`src/rtl/unsigned_array_multiplier_pipelined.sv`:
```
// Pipelined unsigned array multiplier with a valid/ready handshake and a global stall.
// Optional macro UNSIGNED_ARRAY_MULTIPLIER_TRISTATE_OUT_EN floats the result while disabled.
module unsigned_array_multiplier_pipelined #(
  parameter int DATA_WIDTH     = 8,
  parameter int ROWS_PER_STAGE = 2
) (
  input  logic                    Clock_In,
  input  logic                    Reset_In,
  input  logic                    Enable_In,
  input  logic [DATA_WIDTH-1:0]   Data_A_In,
  input  logic [DATA_WIDTH-1:0]   Data_B_In,
  input  logic                    Valid_In,
  output logic                    Ready_Out,
  output logic [2*DATA_WIDTH-1:0] Multiplied_Result_Out,
  output logic                    Valid_Out,
  input  logic                    Ready_In
);

  localparam int NUM_STAGES =
    (DATA_WIDTH + ROWS_PER_STAGE - 1) / ROWS_PER_STAGE;
  localparam int PW = 2 * DATA_WIDTH;

  logic w_advance;

  assign w_advance = Enable_In && (!Valid_Out || Ready_In);
  assign Ready_Out = w_advance;

  for (genvar k = 0; k < NUM_STAGES; k++) begin : g_stage
    localparam int LO = k * ROWS_PER_STAGE;
    localparam int HI = (LO + ROWS_PER_STAGE > DATA_WIDTH) ?
                        DATA_WIDTH : LO + ROWS_PER_STAGE;

    logic                  w_in_vld;
    logic [DATA_WIDTH-1:0] w_in_a;
    logic [DATA_WIDTH-1:0] w_in_b;
    logic [PW-1:0]         w_in_sum;
    logic [PW-1:0]         w_sum;
    logic                  r_vld;
    logic [PW-1:0]         r_sum;

    if (k == 0) begin : g_src
      assign w_in_vld = Valid_In;
      assign w_in_a   = Data_A_In;
      assign w_in_b   = Data_B_In;
      assign w_in_sum = '0;
    end else begin : g_src
      assign w_in_vld = g_stage[k-1].r_vld;
      assign w_in_a   = g_stage[k-1].g_ab.r_a;
      assign w_in_b   = g_stage[k-1].g_ab.r_b;
      assign w_in_sum = g_stage[k-1].r_sum;
    end

    // Only this stage's rows [LO, HI) are added; the rest pass through.
    always_comb begin
      w_sum = w_in_sum;
      for (int j = 0; j < DATA_WIDTH; j++) begin
        if (j >= LO && j < HI && w_in_b[j])
          w_sum = w_sum + (PW'(w_in_a) << j);
      end
    end

    // Operands are only needed by later stages, so the last one drops them.
    if (k < NUM_STAGES - 1) begin : g_ab
      logic [DATA_WIDTH-1:0] r_a;
      logic [DATA_WIDTH-1:0] r_b;

      always_ff @(posedge Clock_In or posedge Reset_In) begin
        if (Reset_In) begin
          r_a <= '0;
          r_b <= '0;
        end else if (w_advance && w_in_vld) begin
          r_a <= w_in_a;
          r_b <= w_in_b;
        end
      end
    end

    always_ff @(posedge Clock_In or posedge Reset_In) begin
      if (Reset_In) begin
        r_vld <= 1'b0;
        r_sum <= '0;
      end else if (w_advance) begin
        r_vld <= w_in_vld;
        if (w_in_vld)
          r_sum <= w_sum;
      end
    end
  end

  assign Valid_Out = g_stage[NUM_STAGES-1].r_vld;

`ifdef UNSIGNED_ARRAY_MULTIPLIER_TRISTATE_OUT_EN
  assign Multiplied_Result_Out = Enable_In ?
    g_stage[NUM_STAGES-1].r_sum : {PW{1'bz}};
`else
  assign Multiplied_Result_Out = g_stage[NUM_STAGES-1].r_sum;
`endif

endmodule

```
`config.mk`:
```
export PLATFORM = sky130hd
export DESIGN_NAME = unsigned_array_multiplier_pipelined
export DESIGN_NICKNAME = d
export VERILOG_FILES = /design/src/rtl/unsigned_array_multiplier_pipelined.sv
export SDC_FILE = /design/constraint.sdc
export NUM_CORES = 1
export LEC_CHECK = 0
export BUFFER_PORTS_ARGS = -buffer_cell sky130_fd_sc_hd__buf_4
export CAP_MARGIN = 10
export CORE_MARGIN = 1.5
export CORE_UTILIZATION = 50
export CTS_BUF_LIST = sky130_fd_sc_hd__clkbuf_4 sky130_fd_sc_hd__clkbuf_8
export DETAILED_ROUTE_END_ITERATION = 6
export PLACE_DENSITY_LB_ADDON = 0.05
export SLEW_MARGIN = 20
export SYNTH_ARGS = -nofsm -noshare
export SYNTH_HDL_FRONTEND = slang
export SYNTH_SLANG_ARGS = --single-unit
```
`constraint.sdc`:
```
create_clock -name Clock_In -period 3.5 [get_ports Clock_In]
set_input_delay 0 -clock Clock_In [delete_from_list [all_inputs] [get_ports Clock_In]]
set_output_delay 0 -clock Clock_In [all_outputs]
set_load 0.03 [all_outputs]
```
==> results of run 1 <==
worst max-delay path: cells and delay by family, from the launching register on:
family	cells	cell delay, ps
XOR/XNOR	1	170
AO/OA/AOI/OAI	7	1680
adder cells (fa/ha/maj)	2	620
flip-flops	1	430
multiplexers	1	310
cells in the mapped netlist (13+ instances only):
cell type,count,area (sq um)
a21o_1,18,135
a21oi_1,46,230
clkbuf_1,15,56.3
dfrtp_1,92,2300
ha_1,58,726
inv_1,16,60.1
mux2i_1,13,130
nand2_1,186,698
nand3_1,19,95.1
nor2_1,23,86.3
o21ai_0,50,250
xnor2_1,15,131
xor2_1,13,114
cells in the final DEF, fill, tap and decap left out, types with 6 or more instances in the layout:
cell / netlist / layout
nor2_1: 23 / 23
mux2i_1: 13 / 13
o211ai_1: 10 / 10
clkbuf_8: 0 / 10
xnor2_1: 15 / 15
fa_1: 7 / 6
o21ai_0: 50 / 50
mux2_2: 7 / 7
dlygate4sd3_1: 0 / 17
and2_1: 11 / 11
a211oi_1: 8 / 7
ha_1: 58 / 58
o21a_1: 11 / 11
and3_1: 9 / 9
nor2b_1: 9 / 9
inv_1: 16 / 15
a21oi_1: 46 / 46
nand3_1: 19 / 19
nand2_1: 186 / 186
buf_4: 0 / 49
dfrtp_1: 92 / 92
a21o_1: 18 / 18
xor2_1: 13 / 13
layout make-up:
type,count,area share
Tap cell,172,0.0299
Clock buffer,11,0.0202
Timing Repair Buffer,67,0.0764
Multi-Input combinational cell,586,0.538
Sequential cell,92,0.320
Inverter,16,0.00852
Clock inverter,3,0.00644
registers in the layout, indices dropped and copies added, names as in the netlist:
register	count
g_stage.g_ab.r_b	12
Valid_Out	1
g_stage.r_sum	36
g_stage.g_ab.r_a	24
Multiplied_Result_Out	16
g_stage.r_vld	3
final timing paths:
| path | slack (ps) | to | depth (start not counted) | startpoint |
|---|---|---|---|---|
| hold reg to reg | 470 | g_stage[1].g_ab.r_b[6] | 2 | g_stage[0].g_ab.r_b[6] |
| min in group Clock_In | 70 | Valid_Out | 4 | Enable_In |
| setup reg to reg | 180 | g_stage[1].r_sum[10] | 11 | g_stage[0].r_sum[3] |
| max in group asynchronous | 2470 | g_stage[1].r_sum[8] | 4 | Reset_In |
| hold / removal | 70 | Multiplied_Result_Out[13] | 3 | Reset_In |
| setup / recovery | 180 | g_stage[1].r_sum[10] | 11 | g_stage[0].r_sum[3] |
per-layer routing:
metal | vias to the layer above | part of all wire
li1 | 2665 | -
met1 | 2535 | 0.44
met2 | 81 | 0.50
met3 | 26 | 0.030
met4 | 0 | 0.029
met5 | - | 0
where the power goes:
group	internal (mW)	switching (mW)
clock network	0.353	0.382
logic	1.49	1.90
registers	1.44	0.410
total	3.28	2.69
metrics by stage:
step	power (mW)	hold slack, ps
3_3_place_gp	5.11	-93.1
3_5_place_dp	5.22	-91.8
6_report	5.98	67.6
5_1_grt	6.52	75.2
4_1_cts	6.00	46.3
2_1_floorplan	4.37	105
logic make-up (layout without fill, tap and decap cells):
family          after synthesis  count (layout)  synth area share
compound gates              191             191             0.201
buf+inv                      45              97            0.0320
fa+ha+maj                    65              65             0.136
flops                        92              92             0.361
mux                          20              20            0.0328
simple gates                282             282             0.198
xor+xnor                     28              28            0.0385
timing repair:
| item | 4_1_cts | 5_1_grt |
|---|---|---|
| hold buffers | 17 | 0 |
| setup endpoints to repair | 0 | 2 |
| resized for setup | 0 | 2 |
| endpoints found under the hold margin | 25 | 0 |
==> reports/metrics.csv, run 1 <==
metric,value,unit
Setup-failing EPs final,0,
CP max stage cell,dfrtp_1,
Die Ht,116,microns
TritonCTS Sinks,92,
total grt overflow,0,
initial antenna violation count,0,
cells after synthesis,723,
count of cell types in the netlist,59,
syn avg cell area,8.81,sq um
largest net degree at the start of global routing,84,
CTS root buf,clkbuf_8,
vias in the first global route,5211,
Post-CTS Setup Bufs,0,
DPL Wire Length,11300,microns
grt peak-use layer,met2,
fin cells,947,
Crit Path Class,flop to flop,
CTS tree,yes,
FMAX,0.301,GHz
Via density,5.60,
Area after DPL,6820,sq um
outcome,completed,
first-pass GRT wire length,25100,microns
gr usage total,0.240,
Critical Path Start Type,flop,
crit share post-route,0.949,
pwr/cell area,831,nW/um^2
crit path time final,3320,ps
buffers added on ports,38,
Multi-input gate area,3870,sq um
Layout Skew,12.6,ps
gp weighted congestion,0.889,
Most used DFF post-synth,dfrtp_1,
clk slew on worst S/H paths,90,ps
setup slack after layout,179,ps
LEAKAGE,3.65,nW
standard-cell row count,41,
RSZ-0062 raised after global routing,false,
Core Area,12500,sq um
grt met2 use,0.427,
WL/cell,15.8,microns
Crit Path Max Fanout,4,
Initial Utilization,0.509,
asr flop ratio synth,1.00,
max-cap violation count,0,
die area,13400,sq um
fin area,7190,sq um
critical path capture point type,flop,
clock tree buffer depth,2,
Remaining DRCs,0,
Final Slew Violations,0,
layout cell share with drive strength beyond 1,0.112,
antenna diode count,0,
Critical Path RT,3770,ps
Post-Syn Nets,809,
Worst-Skew Late Latency,380,ps
nets@finish,858,
Pre-antenna DRT Iters,4,
Fillers,1180,
CTS Buf Count,9,
"EDFF count, synth",0,
actual slew at the worst max-slew pin,810,ps
FF+latch area,2300,sq um
Min-Delay Path Class,primary input to asynchronous set/reset pin,
Synth Register Bits,92,
1st-iter DRT viols,250,
DR vias,5307,
"Seq/Total Area, Yosys",0.361,
final setup TNS,0,ps
"slowest stage delay, CP",430,ps
Antenna Violating Nets Remaining,0,
routed wire length,15000,microns
synthesized area,6370,sq um
Synth-to-Final Area Change,12.9,%
Synth Warn #,0,
worst endpoint data arrival time,3590,ps
die span in x,116,microns
"Top cell by count, worst path",o21ai_0,
IO Pins,39,
Layout Utilization,0.575,
dpl cells,916,
Final Hold Fails,0,
met3 Usage GRT,0.0387,
H-tree depth,3,
dpl ws,195,ps
met1 GRT Util,0.290,
CP cell instances,ha_1 > a211oi_1 > o21ai_0 > xor2_1 > mux2_2 > ha_1 > o211ai_1 > o21ai_0 > o21ai_0 > a221oi_2 > a21bo_1,
relative slew slack,0.460,
Max VDD drop,0.000330,V
No activity file was read; power rests on OpenSTA's default activity.
==> run 2, diff against run 1 <==
--- a/config.mk
+++ b/config.mk
@@ -5,7 +5,7 @@
 export SDC_FILE = /design/constraint.sdc
 export NUM_CORES = 1
 export LEC_CHECK = 0
-export BUFFER_PORTS_ARGS = -buffer_cell sky130_fd_sc_hd__buf_4
+export BUFFER_PORTS_ARGS = -buffer_cell sky130_fd_sc_hd__buf_2
 export CAP_MARGIN = 10
 export CORE_MARGIN = 1.5
 export CORE_UTILIZATION = 50
==> reports/metrics.csv, run 2 (synthesis results as in run 1) <==
metric,value,unit,change
outcome,completed,,
hold endpoint,g_stage[2].r_vld,,
WL/cell,15.8,microns,-0.29%
max-cap violation count,0,,unchanged
relative slew slack,0.467,,+0.00706
max reg flops,36,,unchanged
standard-cell row count,41,,unchanged
most frequent cells in the layout,"nand2_1, dfrtp_1, ha_1",,
RSZ-0062 raised after global routing,false,,
Worst-Skew Late Latency,380,ps,about the same
Gate power share,0.559,,-0.008
largest net degree at the start of global routing,36,,-57%
Biggest register,g_stage.r_sum,,
buffers added on ports,38,,unchanged
Antenna Violating Nets Remaining,0,,unchanged
H-tree depth,3,,unchanged
Cells on Worst Hold Path,4,,
IO Pins,39,,unchanged
layout cell share with drive strength beyond 1,0.114,,+0.00214
Remaining DRCs,0,,unchanged
worst path bufs/invs,0,,unchanged
vias in the first global route,5302,,+1.7%
Final Slew Violations,0,,unchanged
clock tree buffer depth,2,,unchanged
gp weighted congestion,0.860,,-3.2%
sequential power share,0.314,,+0.004
total grt overflow,0,,unchanged
clock power share,0.127,,+0.004
DPL Wire Length,11500,microns,+1.4%
CP max stage cell,fa_1,,
critical path capture point type,flop,,
1st-iter DRT viols,188,,-25%
FF+latch area,2300,sq um,unchanged
Via density,5.62,,+0.34%
final setup TNS,0,ps,unchanged
"commonest non-fill, non-tap cell in the layout",nand2_1,,
Pre-antenna DRT Iters,6,,+2
worst reg2reg path depth,10,,-1
nets@finish,859,,+0.12%
FMAX,0.307,GHz,+2.1%
Crit Path Class,flop to flop,,
die span in x,116,microns,unchanged
Critical Path Start Type,flop,,
routed wire length,15000,microns,about the same
worst endpoint data arrival time,3520,ps,-70 ps
LEAKAGE,3.64,nW,-0.17%
initial antenna violation count,0,,unchanged
DR vias,5342,,+0.66%
Multi-input gate area,3870,sq um,about the same
Crit Path Max Fanout,4,,unchanged
crit share post-route,0.929,,-0.0195
Die Ht,116,microns,unchanged
Layout Skew,15.8,ps,+3.23 ps
antenna diode count,0,,unchanged
TritonCTS Sinks,92,,unchanged
first-pass GRT wire length,25400,microns,+1.2%
r2r startpoint,g_stage[2].r_sum[6],,
clk slew on worst S/H paths,100,ps,about the same
crit path time final,3250,ps,-68.2 ps
die area,13400,sq um,unchanged
Setup-failing EPs final,0,,unchanged
Hold Startpoint,Enable_In,,
Critical Path RT,3770,ps,about the same
Core Area,12500,sq um,unchanged
pwr/cell area,835,nW/um^2,+0.54%
CTS Buf Count,9,,unchanged
Final Hold Fails,0,,unchanged
switching share of power,0.455,,+0.00429
CP Depth,10,,-1
Synth-to-Final Area Change,11.6,%,
Max VDD drop,0.000298,V,-9.7%
capturing point of the worst reg2reg path,Multiplied_Result_Out[13],,
R2R setup slack,250,ps,+70 ps
actual slew at the worst max-slew pin,799,ps,-10.6 ps
Int Pwr,3.24,mW,-1.3%
CP cell instances,ha_1 > fa_1 > a211o_1 > a2111o_1 > o211ai_1 > ha_1 > a21oi_1 > o21ai_0 > xor2_1 > a221o_1,,
gr usage total,0.242,,+0.00273
Fillers,1210,,+2.5%
Hold Slack,105,ps,+37.8 ps
CTS tree,yes,,
"slowest stage delay, CP",460,ps,+30 ps
net switching power,2.71,mW,+0.39%
Initial Utilization,0.509,,unchanged
"Top cell by count, worst path",ha_1,,
Min-Delay Path Class,primary input to flop,,
"delay-heaviest family, CP",compound AO/OA/AOI/OAI gates,,
CTS root buf,clkbuf_8,,
## run 2: cell count changes in the layout (fill, tap and decap cells not counted)
cell,delta
buf_4,-36
o21ai_0,-2
o21ai_1,+2
inv_8,+1
buf_6,-1
clkinvlp_4,-1
clkinv_2,+2
buf_2,+38
fa_1,+1
fa_2,-1
clkinv_4,+1
clkbuf_4,-1
## run 2: worst max-delay path by stage
stage	start	end	slack [ps]
after global placement	g_stage[1].g_ab.r_a[0]	g_stage[2].r_sum[11]	250
after CTS	g_stage[2].r_sum[6]	Multiplied_Result_Out[14]	160
final	g_stage[2].r_sum[6]	Multiplied_Result_Out[13]	250
after detailed placement	g_stage[2].r_sum[6]	Multiplied_Result_Out[14]	180
after global routing	g_stage[1].g_ab.r_a[0]	g_stage[2].r_sum[11]	30
after floorplan	g_stage[1].g_ab.r_a[0]	g_stage[2].r_sum[11]	400
## run 2: final cells by class
class | instances | share of cell area
multi-input cells | 586 | 0.544
flip-flops and latches | 92 | 0.324
repair buffers | 68 | 0.0644
well taps | 172 | 0.0303
clock buffers | 10 | 0.0193
clock inverters | 6 | 0.00967
inverters | 16 | 0.00862
## run 2: timing repair
action	in CTS	in global routing
buffers inserted	0	0
resized for setup	0	3
hold endpoints to repair	49	0
hold buffers	17	0
setup endpoints to repair	0	4
## run 2: routing by layer
metal  up-vias  wire [microns]  track usage
li1       2671               -            -
met1      2524            6710        0.298
met2       112            7230        0.417
met3        35             415       0.0371
met4         0             637        0.120
met5         -               0            0
## run 2: power by group through the flow
stage | logic, mW | clock network [mW] | registers (mW)
6_report | 3.32 | 0.756 | 1.86
5_1_grt | 3.77 | 0.817 | 1.92
4_1_cts | 3.32 | 0.782 | 1.86
3_5_place_dp | 3.29 | 0 | 1.88
3_3_place_gp | 3.20 | 0 | 1.87
2_1_floorplan | 2.52 | 0 | 1.85
## run 2: worst register-to-register path: cells and delay by family, from the launching register on
kind	cells	cell delay, ps
fa+ha+maj	3	1060
compound gates	6	1500
flops	1	410
xor+xnor	1	170
## run 2: metrics by stage
| stage | setup WS [ps] | total power [mW] | area [sq um] | std cells | util |
|---|---|---|---|---|---|
| 2_1_floorplan | 397 | 4.37 | 6370 | 723 | - |
| 3_3_place_gp | 253 | 5.07 | 6730 | 917 | 0.538 |
| 3_5_place_dp | 178 | 5.18 | 6730 | 917 | 0.538 |
| 4_1_cts | 165 | 5.97 | 7110 | 950 | 0.568 |
| 5_1_grt | 34.5 | 6.51 | 7110 | 950 | 0.568 |
| 6_report | 247 | 5.94 | 7110 | 950 | 0.568 |
==> run 3, diff against run 2 <==
--- a/config.mk
+++ b/config.mk
@@ -5,6 +5,7 @@
 export SDC_FILE = /design/constraint.sdc
 export NUM_CORES = 1
 export LEC_CHECK = 0
+export ABC_AREA = 1
 export BUFFER_PORTS_ARGS = -buffer_cell sky130_fd_sc_hd__buf_2
 export CAP_MARGIN = 10
 export CORE_MARGIN = 1.5
==> reports/metrics.csv, run 3 <==
metric,value,unit,change
outcome,completed,,
Area contributors post-synth,"dfrtp_1, nand2_1, ha_1, inv_1, nand3_1",,
pwr/cell area,821,nW/um^2,-1.7%
clock tree buffer depth,2,,unchanged
Final Slew Violations,0,,unchanged
asr flop ratio synth,1.00,,unchanged
Synth Register Bits,92,,unchanged
CP max stage cell,fa_1,,
die area,14100,sq um,+5.0%
Worst-Skew Late Latency,380,ps,about the same
Max VDD drop,0.000380,V,+28%
worst path bufs/invs,1,,+1
Die Ht,119,microns,+2.5%
Post-CTS Setup Bufs,0,,unchanged
"delay-heaviest family, CP",adder cells,,
"area leader, netlist",dfrtp_1,,
DR vias,5958,,+12%
Remaining DRCs,0,,unchanged
Synth Warn #,0,,unchanged
critical path capture point type,flop,,
"commonest non-fill, non-tap cell in the layout",nand2_1,,
1st-iter DRT viols,333,,+77%
max-cap violation count,0,,unchanged
Post-Syn Nets,1033,,+28%
Critical Path Start Type,flop,,
crit path time final,2830,ps,-427 ps
Via density,5.06,,-10%
total grt overflow,0,,unchanged
CP cell instances,ha_1 > fa_1 > nand2_1 > o21a_1 > inv_1 > ha_1 > fa_1 > nand3_1 > nand3_1 > nor3b_1 > o21ai_0 > o21ai_0,,
H-tree depth,3,,unchanged
gp weighted congestion,0.887,,+3.1%
die span in x,119,microns,+2.5%
max reg flops,36,,unchanged
post_cts resized,0,,unchanged
antenna diode count,0,,unchanged
FMAX,0.354,GHz,+15%
Final Hold Fails,0,,unchanged
crit share post-route,0.808,,-0.122
Min-Delay Path Class,primary input to flop,,
CTS Buf Count,9,,unchanged
"top cells by count, synth","nand2_1, inv_1, dfrtp_1",,
Hold Slack,29.2,ps,-76.2 ps
DPL Wire Length,12400,microns,+7.8%
actual slew at the worst max-slew pin,919,ps,+120 ps
syn avg cell area,7.08,sq um,-20%
TritonCTS Sinks,92,,unchanged
count of cell types in the netlist,36,,-39%
Core Area,13100,sq um,+5.0%
cells after synthesis,947,,+31%
R2R setup slack,670,ps,+430 ps
vias in the first global route,5762,,+8.7%
synthesized area,6700,sq um,+5.2%
Post-CTS Hold Buffers,17,,unchanged
gr usage total,0.243,,about the same
most frequent cells in the layout,"nand2_1, inv_1, dfrtp_1",,
CTS tree,yes,,
final setup TNS,0,ps,unchanged
"slowest stage delay, CP",430,ps,-30 ps
first-pass GRT wire length,27300,microns,+7.5%
Biggest register,g_stage.r_sum,,
Antenna Violating Nets Remaining,0,,unchanged
initial antenna violation count,0,,unchanged
Layout Skew,10.7,ps,-5.12 ps
routed wire length,15800,microns,+5.6%
RSZ-0062 raised after global routing,false,,
total chip power,6.08,mW,+2.3%
Pre-antenna DRT Iters,5,,-1
Layout Utilization,0.563,,-0.00504
relative slew slack,0.387,,-0.0799
layout cell share with drive strength beyond 1,0.0878,,-0.0266
nets@finish,1083,,+26%
worst endpoint data arrival time,3090,ps,-430 ps
Most used DFF post-synth,dfrtp_1,,
LEAKAGE,4.18,nW,+15%
CTS root buf,clkbuf_8,,
buffers added on ports,38,,unchanged
"EDFF count, synth",0,,unchanged
Crit Path Max Fanout,4,,unchanged
"Seq/Total Area, Yosys",0.344,,-0.0178
WL/cell,13.4,microns,-15%
Crit Path Class,flop to flop,,
fin cells,1178,,+24%
clk slew on worst S/H paths,100,ps,about the same
dpl cells,1145,,+25%
most frequent cell after synthesis,nand2_1,,
largest net degree at the start of global routing,77,,+110%
standard-cell row count,42,,+2.4%
IO Pins,39,,unchanged
top cell type's share of synthesized area,0.344,,-0.0178
Critical Path RT,3760,ps,about the same
Synth-to-Final Area Change,10.4,%,
Initial Utilization,0.510,,+0.00110
Setup-failing EPs final,0,,unchanged
run 3: power by group:
group          total [mW]  internal, mW  leakage [nW]  switching, mW
combinational        3.52          1.33          2.94           2.19
clock               0.689         0.280        0.0932          0.409
sequential           1.87          1.45          1.15          0.417
total                6.08          3.06          4.18           3.02
run 3: per-layer routing:
metal,wire length [microns],up-vias,GRT usage
met4,289,0,0.0678
met2,7820,65,0.420
met5,0,-,0
met1,7360,2734,0.309
met3,363,21,0.0478
li1,-,3138,-
run 3: stage by stage:
| step | instance area (sq um) | setup WS [ps] |
|---|---|---|
| 2_1_floorplan | 6700 | 991 |
| 3_3_place_gp | 7040 | 666 |
| 3_5_place_dp | 7040 | 647 |
| 4_1_cts | 7400 | 633 |
| 5_1_grt | 7400 | 366 |
| 6_report | 7400 | 674 |
run 3: layout make-up:
cell class	count	area [sq um]
fill	1335	5740
sequential	92	2300
inverter	145	547
timing repair buffer	59	390
clock inverter	6	53.8
clock buffer	10	131
tap	176	220
multi-input combinational	690	3750
run 3: path summary, 6_finish.rpt:
kind                       cells after the start                startpoint                  endpoint
max                                           12    g_stage[1].g_ab.r_a[0]      g_stage[2].r_sum[13]
min                                            4                 Enable_In          g_stage[2].r_vld
max reg2reg                                   12    g_stage[1].g_ab.r_a[0]      g_stage[2].r_sum[13]
min reg2reg                                    2  Multiplied_Result_Out[2]  Multiplied_Result_Out[2]
max in group asynchronous                      4                  Reset_In    g_stage[0].g_ab.r_a[5]
min in group asynchronous                      3                  Reset_In                 Valid_Out
run 3: cells by family (layout without fill, tap and decap cells):
logic type	count (synthesis)	in the layout	share of synthesized area
flops	92	92	0.344
simple gates	499	499	0.319
fa+ha+maj	65	65	0.129
compound gates	117	117	0.101
buf+inv	165	220	0.0962
xor+xnor	9	9	0.0118
run 3: worst min-delay path, cell delays in order:
cell and delay, ps:
buf_2 120, inv_2 90, nor2_8 60, o21ai_1 110
